**src/rtl/bin_arb_pkg.sv**
```systemverilog
// Shared types and helpers for the bin arbiter controller.
package bin_arb_pkg;

  typedef enum logic [1:0] {
    ST_IDLE  = 2'd0,
    ST_START = 2'd1,
    ST_WAIT  = 2'd2,
    ST_RESP  = 2'd3
  } state_e;

  // Binarizer mode select encoding.
  localparam logic SEL_TRU   = 1'b0;
  localparam logic SEL_UNARY = 1'b1;

  // Requester index width; never collapses below one bit.
  function automatic int id_width(input int n);
    return (n > 1) ? $clog2(n) : 1;
  endfunction

endpackage

```
**src/rtl/bin_arbiter_ctrl_rr_arbiter.sv**
```systemverilog
// Combinational round-robin arbiter: first active request at or after ptr.
module rr_arbiter import bin_arb_pkg::*; #(
  parameter int NUM_REQ = 4,
  parameter int ID_W    = id_width(NUM_REQ)
) (
  input  logic [NUM_REQ-1:0] req,
  input  logic [ID_W-1:0]    ptr,
  output logic [NUM_REQ-1:0] grant,
  output logic [ID_W-1:0]    idx,
  output logic               found
);

  int k;

  // Rotating priority search, wrapping at NUM_REQ (ptr is always < NUM_REQ).
  always_comb begin
    grant = '0;
    idx   = '0;
    found = 1'b0;
    k     = 0;
    for (int i = 0; i < NUM_REQ; i++) begin
      k = int'(ptr) + i;
      if (k >= NUM_REQ) k = k - NUM_REQ;
      if (!found && req[k]) begin
        found    = 1'b1;
        grant[k] = 1'b1;
        idx      = ID_W'(k);
      end
    end
  end

endmodule

```
**src/rtl/bin_arbiter_ctrl.sv**
```systemverilog
// Shares one unary/TRU binarizer among NUM_REQ requesters, one job at a time.
// Optional macro BIN_ARB_TIMEOUT_EN adds a WAIT watchdog that returns an
// error response after TIMEOUT_CYCLES without bz_done_i.
module bin_arbiter_ctrl import bin_arb_pkg::*; #(
  parameter int NUM_REQ        = 4,
  parameter int VALUE_WIDTH    = 8,
  parameter int CMAX_WIDTH     = 3,
  parameter int BIN_WIDTH      = 16,
  parameter int TIMEOUT_CYCLES = 64
) (
  input  logic                            clk,
  input  logic                            rst_n,
  input  logic [NUM_REQ-1:0]              req_valid_i,
  output logic [NUM_REQ-1:0]              req_ready_o,
  input  logic [NUM_REQ*VALUE_WIDTH-1:0]  req_value_i,
  input  logic [NUM_REQ*CMAX_WIDTH-1:0]   req_cmax_i,
  input  logic [NUM_REQ-1:0]              req_sel_i,
  output logic                            bz_start_o,
  output logic [VALUE_WIDTH-1:0]          bz_value_o,
  output logic [CMAX_WIDTH-1:0]           bz_cmax_o,
  output logic                            bz_sel_o,
  input  logic [BIN_WIDTH-1:0]            bz_bin_i,
  input  logic [BIN_WIDTH-1:0]            bz_len_i,
  input  logic                            bz_done_i,
  output logic                            rsp_valid_o,
  input  logic                            rsp_ready_i,
  output logic [id_width(NUM_REQ)-1:0]    rsp_id_o,
  output logic [BIN_WIDTH-1:0]            rsp_bin_o,
  output logic [BIN_WIDTH-1:0]            rsp_len_o,
  output logic                            rsp_err_o,
  output logic                            busy_o
);

  localparam int ID_W = id_width(NUM_REQ);

  localparam logic [1:0] IDLE  = ST_IDLE;
  localparam logic [1:0] START = ST_START;
  localparam logic [1:0] WAIT  = ST_WAIT;
  localparam logic [1:0] RESP  = ST_RESP;

  logic [1:0]             state;
  logic [ID_W-1:0]        ptr;
  logic [NUM_REQ-1:0]     grant;
  logic [ID_W-1:0]        gnt_idx;
  logic                   gnt_any;
  logic [VALUE_WIDTH-1:0] value_q;
  logic [CMAX_WIDTH-1:0]  cmax_q;
  logic                   sel_q;
  logic [ID_W-1:0]        id_q;
  logic [BIN_WIDTH-1:0]   bin_q;
  logic [BIN_WIDTH-1:0]   len_q;

  rr_arbiter #(.NUM_REQ(NUM_REQ), .ID_W(ID_W)) u_arb (
    .req   (req_valid_i),
    .ptr   (ptr),
    .grant (grant),
    .idx   (gnt_idx),
    .found (gnt_any)
  );

`ifdef BIN_ARB_TIMEOUT_EN
  localparam int CNT_W = $clog2(TIMEOUT_CYCLES + 1);
  logic [CNT_W-1:0] wait_cnt;
  logic             err_q;
  logic             timed_out;
  assign timed_out = (wait_cnt == CNT_W'(TIMEOUT_CYCLES - 1));
`endif

  // FSM, grant pointer and latched job/response registers.
  always_ff @(posedge clk or negedge rst_n) begin
    if (!rst_n) begin
      state   <= IDLE;
      ptr     <= '0;
      value_q <= '0;
      cmax_q  <= '0;
      sel_q   <= SEL_TRU;
      id_q    <= '0;
      bin_q   <= '0;
      len_q   <= '0;
`ifdef BIN_ARB_TIMEOUT_EN
      wait_cnt <= '0;
      err_q    <= 1'b0;
`endif
    end else begin
      case (state)
        IDLE: if (gnt_any) begin
          value_q <= req_value_i[int'(gnt_idx)*VALUE_WIDTH +: VALUE_WIDTH];
          cmax_q  <= req_cmax_i[int'(gnt_idx)*CMAX_WIDTH +: CMAX_WIDTH];
          sel_q   <= req_sel_i[gnt_idx];
          id_q    <= gnt_idx;
          ptr     <= (int'(gnt_idx) == NUM_REQ - 1) ? '0 : gnt_idx + ID_W'(1);
          state   <= START;
        end
        START: begin
          state <= WAIT;
`ifdef BIN_ARB_TIMEOUT_EN
          wait_cnt <= '0;
`endif
        end
        WAIT: begin
`ifdef BIN_ARB_TIMEOUT_EN
          wait_cnt <= wait_cnt + CNT_W'(1);
`endif
          if (bz_done_i) begin
            bin_q <= bz_bin_i;
            len_q <= bz_len_i;
            state <= RESP;
`ifdef BIN_ARB_TIMEOUT_EN
            err_q <= 1'b0;
          end else if (timed_out) begin
            bin_q <= '0;
            len_q <= '0;
            err_q <= 1'b1;
            state <= RESP;
`endif
          end
        end
        RESP: if (rsp_ready_i) state <= IDLE;
        default: state <= IDLE;
      endcase
    end
  end

  // Grant is only visible while idle and out of reset.
  assign req_ready_o = (state == IDLE && rst_n) ? grant : '0;
  assign bz_start_o  = (state == START);
  assign bz_value_o  = value_q;
  assign bz_cmax_o   = cmax_q;
  assign bz_sel_o    = sel_q;
  assign rsp_valid_o = (state == RESP);
  assign rsp_id_o    = id_q;
  assign rsp_bin_o   = bin_q;
  assign rsp_len_o   = len_q;
  assign busy_o      = (state != IDLE);
`ifdef BIN_ARB_TIMEOUT_EN
  assign rsp_err_o   = err_q;
`else
  assign rsp_err_o   = 1'b0;
`endif

endmodule

```
**config.mk**
```make
export PLATFORM = sky130hd
export DESIGN_NAME = bin_arbiter_ctrl
export DESIGN_NICKNAME = d
export VERILOG_FILES = /design/src/rtl/bin_arb_pkg.sv /design/src/rtl/bin_arbiter_ctrl_rr_arbiter.sv /design/src/rtl/bin_arbiter_ctrl.sv
export SDC_FILE = /design/constraint.sdc
export NUM_CORES = 1
export LEC_CHECK = 0
export BUFFER_PORTS_ARGS = -buffer_cell sky130_fd_sc_hd__buf_2
export CORE_MARGIN = 2
export CORE_UTILIZATION = 40
export DETAILED_ROUTE_END_ITERATION = 8
export MAX_ROUTING_LAYER = met4
export PLACE_DENSITY_LB_ADDON = 0.15
export SYNTH_ARGS = -nofsm -noshare
export SYNTH_HDL_FRONTEND = slang
export SYNTH_HIERARCHICAL = 1
export SYNTH_SLANG_ARGS = --single-unit
```
**constraint.sdc**
```tcl
create_clock -name clk -period 3.95 [get_ports clk]
set_input_delay 0.79 -clock clk [delete_from_list [all_inputs] [get_ports clk]]
set_output_delay 0.79 -clock clk [all_outputs]
set_load 0.005 [all_outputs]
```
==> results of run 1 <==
## final timing paths
path | endpoint | startpoint | slack, ns
max in group asynchronous | rsp_len_o[7] | rst_n | 2.85
worst min register to register | rsp_id_o[0] | rsp_id_o[0] | 0.48
worst max-delay path | req_ready_o[1] | ptr[1] | 0.40
worst max register to register | ptr[1] | ptr[1] | 0.73
min in group asynchronous | ptr[0] | rst_n | 0.67
worst min-delay path | rsp_id_o[0] | rsp_id_o[0] | 0.48
## cell usage after synthesis
master    instances
a32o_1            1
a22oi_1           8
nor4b_4           1
buf_4             2
conb_1            1
mux2_1            1
nand3_1           1
mux4_2            2
nor2b_1           1
o21ai_0           5
nand2b_1          2
or2_1             1
mux2_2           35
nor4_1            1
and3_1            4
nor3_1            1
mux4_1            2
nand2_1          16
o31ai_1           2
buf_2             6
mux2i_1          27
o221ai_1         13
ha_1             14
and2b_2           1
a222oi_1          1
nand2_2           1
o211ai_1          1
inv_1             9
buf_1             1
clkbuf_1          2
dfrtp_1          50
nor2_1            4
buf_6             2
## cells by family after synthesis
logic type               after synthesis
AND/OR/NAND/NOR                       34
multiplexers                          67
other                                  1
adder cells (fa/ha/maj)               14
flip-flops                            50
buffers and inverters                 22
AO/OA/AOI/OAI                         31
## sequential cells by signal, summed over array words and instances (netlist names)
name	flops
rsp_id_o	2
state	2
bz_value_o	8
bz_sel_o	1
bz_cmax_o	3
rsp_bin_o	16
rsp_len_o	16
ptr	2
## metrics by stage
step                setup slack, ns  std cells
floorplan                     1.052        219
CTS                          0.4026        438
finish                       0.3991        438
detailed placement           0.7368        430
global placement             0.7467        430
global route                 0.2042        438
## tightest hold or removal path, delay by kind of cell, from the launching register on
kind,cells,cell delay (ns)
flops,1,0.34
simple gates,2,0.11
## layout make-up
type / count / share of cell area
Timing Repair Buffer: 144 / 0.2033
Sequential cell: 50 / 0.3481
Clock buffer: 7 / 0.02680
Clock inverter: 1 / 0.002436
Tap cell: 80 / 0.02785
Multi-Input combinational cell: 147 / 0.3822
Inverter: 9 / 0.009398
## power groups by stage
stage	combinational, mW	sequential, mW	clock, mW
after floorplan	1.17	0.945	0
after global placement	1.67	0.913	0
after detailed placement	1.69	0.924	0
after CTS	1.69	0.915	0.340
after global routing	1.84	0.943	0.356
final	1.67	0.914	0.323
## layer usage
layer | part of all wire | vias up | track usage
met5 | 0 | - | -
met4 | 0.0037 | 0 | 0.03835
met3 | 0.092 | 2 | 0.05238
met2 | 0.45 | 105 | 0.2497
met1 | 0.45 | 1035 | 0.2059
li1 | - | 1078 | -
==> summary.md, run 1 <==
| Metric | Value |
|---|---|
| Htree depth | `2` |
| Vias in the first global route | `1983` |
| Leak | `1.880 nW` |
| Switching power share of the total | `0.3862` |
| First-pass detailed-route iteration total | `5` |
| HP Class | `flip-flop to flip-flop` |
| Final Core Density | `0.5350` |
| Die width | `86.73 µm` |
| Slew Limit Fails | `0` |
| Max_cap viols | `0` |
| Setup TNS | `0 ns` |
| WHS | `0.4808 ns` |
| CTS tree | `done` |
| Critical Path Start Type | `flip-flop` |
| Die Y | `86.73 µm` |
| Iter 0 DRT Violations | `85` |
| Vias per std cell | `5.068` |
| Top delay family on crit path | `flip-flops` |
| Cell area after layout | `3595 µm²` |
| Synthesized area per cell | `12.50 µm²` |
| Layout Area Growth over Synthesis | `31.31%` |
| Synth Instances | `219` |
| Sequential power share | `0.314` |
| DR vias | `2220` |
| Wire per inst | `14.35 µm` |
| Sequential share of the synthesized area | `0.4570` |
| Critical path type | `flip-flop to output pin` |
| Antenna Nets Post-Route | `0` |
| Port Buf Inserts | `140` |
| Largest family of logic cells by synthesized area | `multiplexers` |
| Deepest clock path buffer count | `2` |
| Core Area | `6719 µm²` |
| Final Cycle Share | `0.8990` |
| Final setup fails | `0` |
| Fillers | `597` |
| Critical Path RT | `3.16 ns` |
| Internal power | `1.784 mW` |
| Final nets | `459` |
| Synth top area cells | `dfrtp_1 46%, mux2_2 14%, mux2i_1 9.9%` |
| Grt total ovfl | `0` |
| Yosys top cell area share | `0.4570` |
| Final wirelength | `6.285 mm` |
| # hold bufs at CTS | `0` |
| CP Data Arrival Time | `2.76 ns` |
| Fmax | `281.6 MHz` |
| Share of layout cells above drive strength 1 | `0.5363` |
| Die area | `7522 µm²` |
| Synth Area in Simple Gates | `0.06581` |
| Post-synthesis compound-gate area fraction | `0.08821` |
| Postcts setup bufs | `0` |
| YS warnings | `6` |
| GRT Overall Usage | `0.1610` |
| Placed cell area | `3490 µm²` |
| Post-synthesis adder-cell area fraction | `0.06399` |
| Largest net degree at the start of global routing | `51` |
| Mux share of post-synthesis cell area | `0.2824` |
| Hold Crit Depth | `2` |
| I/O pins | `142` |
| Post-CTS Resized | `0` |
| Cell taking the most area after synthesis | `dfrtp_1` |
| Critical Path Sink Type | `output pin` |
| Power Density | `808.4 nW/µm²` |
| Num rows | `30` |
| First-pass GRT wire length | `9.294 mm` |
| RePlAce Congestion | `0.8817` |
| CTS sink cnt | `50` |
| Fin. Hold Viols | `0` |
| Power Total | `2.906 mW` |
| Minimum clock period | `3.551 ns` |
| Slew headroom | `0.5841` |
| Number of synthesized register bits | `50` |
| CTS root buf | `clkbuf_8` |
| Post-Synth XOR/XNOR Area | `0` |
| WP buf/inv | `2` |
| CP max stage cell | `dfrtp_1` |
| Worst Skew | `0.007568 ns` |
| Post-synth design cell area | `2738 µm²` |
| Yosys cell types | `33` |
| Initial antenna violation count | `0` |
| Number of cells on the critical path | `8` |
| Outcome | `finished clean` |
| Hpwl dp | `4.752 mm` |
| Unrepaired setup endpoints after global routing | `false` |
| Multi-input combinational cell area | `1374 µm²` |
| Clk_lat worst skew | `0.30 ns` |
| Clock power frac | `0.111` |
| Worst path cell trace | `inv_1 -> ha_1 -> mux4_2 -> nor4b_4 -> a22oi_1 -> o21ai_0 -> and3_1 -> buf_2` |
| Logic pwr share | `0.574` |
| VDD IR-drop max | `0.2992 mV` |
| Initial Util | `0.4074` |
| CTS buffer count | `5` |
| Worst-Margin Slew | `0.6238 ns` |
| NetSw | `1.122 mW` |
| Syn_nets | `321` |
| Ant. Diodes | `0` |
| Commonest non-fill, non-tap cell in the layout | `buf_2` |
| Clock transition at the registers of the reported paths | `0.08 ns` |
| Max Fanout on Critical Path | `10` |
| Register Area | `1251 µm²` |
| CP peak stage delay | `0.56 ns` |
| R2R cell count | `9` |
| DRC | `0` |
| Most frequent cells in the layout | `140 x buf_2, 50 x dfrtp_1, 35 x mux2_2` |
Power figures use the tool's default switching activity.
==> run 2, diff against run 1 <==
--- a/config.mk
+++ b/config.mk
@@ -11,6 +11,7 @@
 export DETAILED_ROUTE_END_ITERATION = 8
 export MAX_ROUTING_LAYER = met4
 export PLACE_DENSITY_LB_ADDON = 0.15
+export REMOVE_ABC_BUFFERS = 1
 export SYNTH_ARGS = -nofsm -noshare
 export SYNTH_HDL_FRONTEND = slang
 export SYNTH_HIERARCHICAL = 1
==> run 2 against run 1 <==
Net effect: cell count unchanged; die area unchanged; count of clock-buffer cells in the layout down 2; register-to-register slack about the same.
==> summary.md, run 2 (synthesis gave the netlist of run 1 again) <==
| Metric | Value |
|---|---|
| Outcome | `finished clean` |
| Commonest non-fill, non-tap cell in the layout | `buf_2` |
| Most frequent cells in the layout | `140 x buf_2, 50 x dfrtp_1, 35 x mux2_2` |
| I/O pins | `142` |
| GRT Overall Usage | `0.1631` |
| Max_cap viols | `0` |
| Minimum clock period | `3.576 ns` |
| Die width | `86.73 µm` |
| Sequential power share | `0.312` |
| NetSw | `1.117 mW` |
| Fin. Hold Viols | `0` |
| Slew headroom | `0.5771` |
| Initial Util | `0.4074` |
| Die area | `7522 µm²` |
| Postcts setup bufs | `0` |
| Hold Path Origin | `rsp_id_o[0]` |
| Critical Path Sink Type | `output pin` |
| Worst-Margin Slew | `0.6343 ns` |
| Leak | `1.884 nW` |
| Internal power | `1.811 mW` |
| Iter 0 DRT Violations | `58` |
| Power Density | `813.0 nW/µm²` |
| Clock transition at the registers of the reported paths | `0.09 ns` |
| Power Total | `2.928 mW` |
| Setup TNS | `0 ns` |
| First-pass detailed-route iteration total | `4` |
| First-pass GRT wire length | `9.473 mm` |
| Num rows | `30` |
| CTS tree | `done` |
| CTS sink cnt | `50` |
| Grt total ovfl | `0` |
| Final nets | `459` |
| Critical R2R Launch | `ptr[1]` |
| Port Buf Inserts | `140` |
| Critical path type | `flip-flop to output pin` |
| DRC | `0` |
| Unrepaired setup endpoints after global routing | `false` |
| Logic pwr share | `0.565` |
| Vias per std cell | `5.057` |
| Hpwl dp | `4.562 mm` |
| Layout Area Growth over Synthesis | `31.58%` |
| Deepest clock path buffer count | `2` |
| Clock power frac | `0.122` |
| Antenna Nets Post-Route | `0` |
| Max Fanout on Critical Path | `10` |
| Worst setup path start | `ptr[1]` |
| CTS buffer count | `5` |
| Worst Skew | `0.002931 ns` |
| VDD IR-drop max | `0.2954 mV` |
| CP peak stage delay | `0.57 ns` |
| Post-CTS Resized | `0` |
| Clk_lat worst skew | `0.29 ns` |
| Critical Path Start Type | `flip-flop` |
| Vias in the first global route | `2032` |
| Worst path cell trace | `inv_1 -> ha_1 -> mux4_2 -> nor4b_4 -> a22oi_1 -> o21ai_0 -> and3_1 -> buf_2` |
| Switching power share of the total | `0.3815` |
| Final wirelength | `6.120 mm` |
| CTS root buf | `clkbuf_8` |
| HP Class | `flip-flop to flip-flop` |
| Cell area after layout | `3602 µm²` |
| Critical Path RT | `3.16 ns` |
| CP Data Arrival Time | `2.79 ns` |
| Core Area | `6719 µm²` |
| CP max stage cell | `dfrtp_1` |
| RePlAce Congestion | `0.8801` |
| Slew Limit Fails | `0` |
| Top delay family on crit path | `simple AND/OR/NAND/NOR gates` |
| Share of layout cells above drive strength 1 | `0.5363` |
| Fmax | `279.7 MHz` |
| Wire per inst | `13.97 µm` |
| Ant. Diodes | `0` |
| # hold bufs at CTS | `0` |
| DR vias | `2215` |
| Final setup fails | `0` |
| Largest net degree at the start of global routing | `51` |
| Die Y | `86.73 µm` |
| WP buf/inv | `2` |
| Final Cycle Share | `0.9052` |
| Htree depth | `2` |
| Placed cell area | `3490 µm²` |
| Initial antenna violation count | `0` |
-- run 2: cell count changes in the layout (fill, tap and decap cells not counted), sizes merged --
cell | before | now
clkbuf | 7 | 5
inv | 9 | 10
bufinv | 0 | 1
-- run 2: worst paths after layout --
kind | depth (start not counted) | slack, ns | endpoint
worst max-delay path | 8 | 0.37 | req_ready_o[0]
worst min-delay path | 2 | 0.48 | rsp_id_o[0]
worst max register to register | 9 | 0.72 | ptr[1]
worst min register to register | 2 | 0.48 | rsp_id_o[0]
max in group asynchronous | 2 | 2.84 | ptr[1]
min in group asynchronous | 2 | 0.69 | rsp_len_o[2]
-- run 2: through the flow --
stage          hold slack (ns)  utilization  setup WS [ns]  instances
4_1_cts                 0.4899       0.5361         0.3757        438
3_3_place_gp            0.4594       0.5194         0.7746        430
3_5_place_dp            0.4656       0.5194         0.7098        430
5_1_grt                 0.5146       0.5361         0.2115        438
2_1_floorplan           0.4711            -         0.3775        206
6_report                0.4845       0.5361         0.3744        438
-- run 2: routing by layer --
layer	part of all wire	vias to the layer above	GRT usage
li1	-	1081	-
met1	0.44	1027	0.2106
met2	0.47	105	0.2643
met3	0.083	2	0.03619
met4	0.0023	0	0.03693
met5	0	-	-
-- run 2: power groups by stage --
stage               Clock [mW]  Combinational [mW]  Sequential (mW)
floorplan                    0                1.09            0.957
CTS                      0.376                1.69            0.915
detailed placement           0                1.69            0.921
global placement             0                1.66            0.910
finish                   0.358                1.66            0.914
global route             0.393                1.84            0.948
-- run 2: worst register-to-register path, stage by stage (launching register included) --
cell,delay [ns]
dfrtp_1,0.57
inv_1,0.19
ha_1,0.39
mux4_2,0.45
nor4b_4,0.41
nor2_1,0.09
a32o_1,0.22
buf_4,0.25
ha_1,0.32
mux2_2,0.25
-- run 2: layout make-up --
type                            instances  area [µm²]
Tap cell                               80       100.1
Fill cell                             623        3117
Sequential cell                        50        1251
Inverter                                9       33.78
Timing Repair Buffer                  144       730.7
Multi-Input combinational cell        147        1374
Clock buffer                            5       68.82
Clock inverter                          3       43.79
==> run 3, diff against run 2 <==
==> constraint.sdc (replaced) <==
create_clock -name clk -period 3.95 [get_ports clk]
set_input_delay 0.79 -clock clk [delete_from_list [all_inputs] [get_ports clk]]
set_output_delay 0.79 -clock clk [all_outputs]
set_load 0.1 [all_outputs]
==> run 3 against run 2 <==
Net effect: cell area is 0.17% lower; register-to-register slack improved by 0.12 ns; clock skew increased by 0.0088 ns; cell count unchanged; critical path type unchanged; largest cell class unchanged.
==> summary.md, run 3 (synthesis gave the netlist of run 1 again) <==
| Metric | Value |
|---|---|
| CP Data Arrival Time | `2.94 ns` |
| Antenna Nets Post-Route | `0` |
| Most frequent cells in the layout | `137 x buf_2, 49 x dfrtp_1, 35 x mux2_2` |
| Port Buf Inserts | `140` |
| Fin. Hold Viols | `0` |
| Outcome | `finished clean` |
| Core Area | `6719 µm²` |
| Deepest clock path buffer count | `2` |
| First-pass detailed-route iteration total | `4` |
| Critical Path RT | `3.16 ns` |
| Initial Util | `0.4074` |
| Setup TNS | `0 ns` |
| Worst R2R Setup Slack | `0.84 ns` |
| Minimum clock period | `3.727 ns` |
| Register Area | `1252 µm²` |
| WP buf/inv | `2` |
| Cell area after layout | `3596 µm²` |
| CTS buffer count | `5` |
| RePlAce Congestion | `0.8748` |
| Vias per std cell | `4.986` |
| Worst-Margin Slew | `0.6014 ns` |
| Largest net degree at the start of global routing | `51` |
| Fmax | `268.3 MHz` |
| Htree depth | `2` |
| Ant. Diodes | `0` |
| Vias in the first global route | `2120` |
| CTS tree | `done` |
| Final Cycle Share | `0.9435` |
| GRT Overall Usage | `0.1616` |
| Initial antenna violation count | `0` |
| Clk_lat worst skew | `0.30 ns` |
| Die area | `7522 µm²` |
| Top delay family on crit path | `simple AND/OR/NAND/NOR gates` |
| Multi-input combinational cell area | `1374 µm²` |
| Slew headroom | `0.5991` |
| Hpwl dp | `4.636 mm` |
| HP Class | `flip-flop to flip-flop` |
| Critical Path Sink Type | `output pin` |
| I/O pins | `142` |
| Share of layout cells above drive strength 1 | `0.5391` |
| Max Fanout on Critical Path | `10` |
| Wire per inst | `13.89 µm` |
| Die Y | `86.73 µm` |
| Final wirelength | `6.086 mm` |
| Fillers | `620` |
| Critical Path Start Type | `flip-flop` |
| DR vias | `2184` |
| Clock transition at the registers of the reported paths | `0.08 ns` |
| Unrepaired setup endpoints after global routing | `false` |
| Final setup fails | `0` |
| # hold bufs at CTS | `0` |
| Critical path type | `flip-flop to output pin` |
| Placed cell area | `3490 µm²` |
| Num rows | `30` |
| Commonest non-fill, non-tap cell in the layout | `buf_2` |
| Postcts setup bufs | `0` |
| CP max stage cell | `dfrtp_2` |
| Grt total ovfl | `0` |
| CTS sink cnt | `50` |
| Worst path cell trace | `inv_1 -> ha_1 -> mux4_2 -> nor4b_4 -> a22oi_1 -> o21ai_0 -> and3_1 -> buf_2` |
| Layout Area Growth over Synthesis | `31.35%` |
| Final nets | `459` |
| Iter 0 DRT Violations | `57` |
| Post-CTS Resized | `0` |
| Slew Limit Fails | `0` |
| Worst Skew | `0.01177 ns` |
| CTS root buf | `clkbuf_8` |
| First-pass GRT wire length | `9.466 mm` |
| Max_cap viols | `0` |
| CP peak stage delay | `0.48 ns` |
| DRC | `0` |
| Die width | `86.73 µm` |
run 3: cell types whose count changed in the layout (fill, tap and decap cells not counted), sizes merged:
| cell | before | now |
|---|---|---|
| buf | 144 | 141 |
| clkbuf | 5 | 8 |
| bufinv | 1 | 0 |
| clkinv | 1 | 2 |
run 3: worst paths after layout:
path	startpoint	endpoint	cells past startpoint
hold / removal	bz_cmax_o[1]	bz_cmax_o[1]	2
hold reg to reg	bz_cmax_o[1]	bz_cmax_o[1]	2
min in group asynchronous	rst_n	rsp_len_o[8]	2
setup reg to reg	ptr[1]	ptr[1]	9
max in group asynchronous	rst_n	ptr[1]	2
setup / recovery	ptr[1]	req_ready_o[3]	8
run 3: metrics by stage:
step	util	instances	hold slack (ns)	setup WS [ns]
floorplan	-	206	0.4944	0.3030
global placement	0.5194	430	0.4581	0.4490
detailed placement	0.5194	430	0.4733	0.3922
CTS	0.5339	438	0.4929	0.1158
global route	0.5352	438	0.5155	0.08728
finish	0.5352	438	0.4902	0.2230
run 3: cell type report:
cell class / count / area share
timing repair buffer: 144 / 0.2053
inverter: 9 / 0.009395
sequential: 50 / 0.3483
multi-input combinational: 147 / 0.3820
clock inverter: 3 / 0.008003
clock buffer: 5 / 0.01914
tap: 80 / 0.02784
run 3: per-layer routing:
metal,routed length [µm],part of all wire,GRT usage
met1,2695,0.44,0.1993
met2,2837,0.47,0.2720
met3,511,0.084,0.03524
met4,41,0.0067,0.03835
met5,0,0,-
run 3: worst register-to-register path: stages (launching register included):
cell and delay, ns:
dfrtp_2 0.48, inv_1 0.15, ha_1 0.36, mux4_2 0.44
nor4b_4 0.42, nor2_1 0.10, a32o_1 0.23, buf_4 0.25
ha_1 0.32, mux2_2 0.26
Power of run 3 is left out: the tool's default activity adds up to more than one toggle a clock period on the data nets, which glitch-free logic cannot reach.
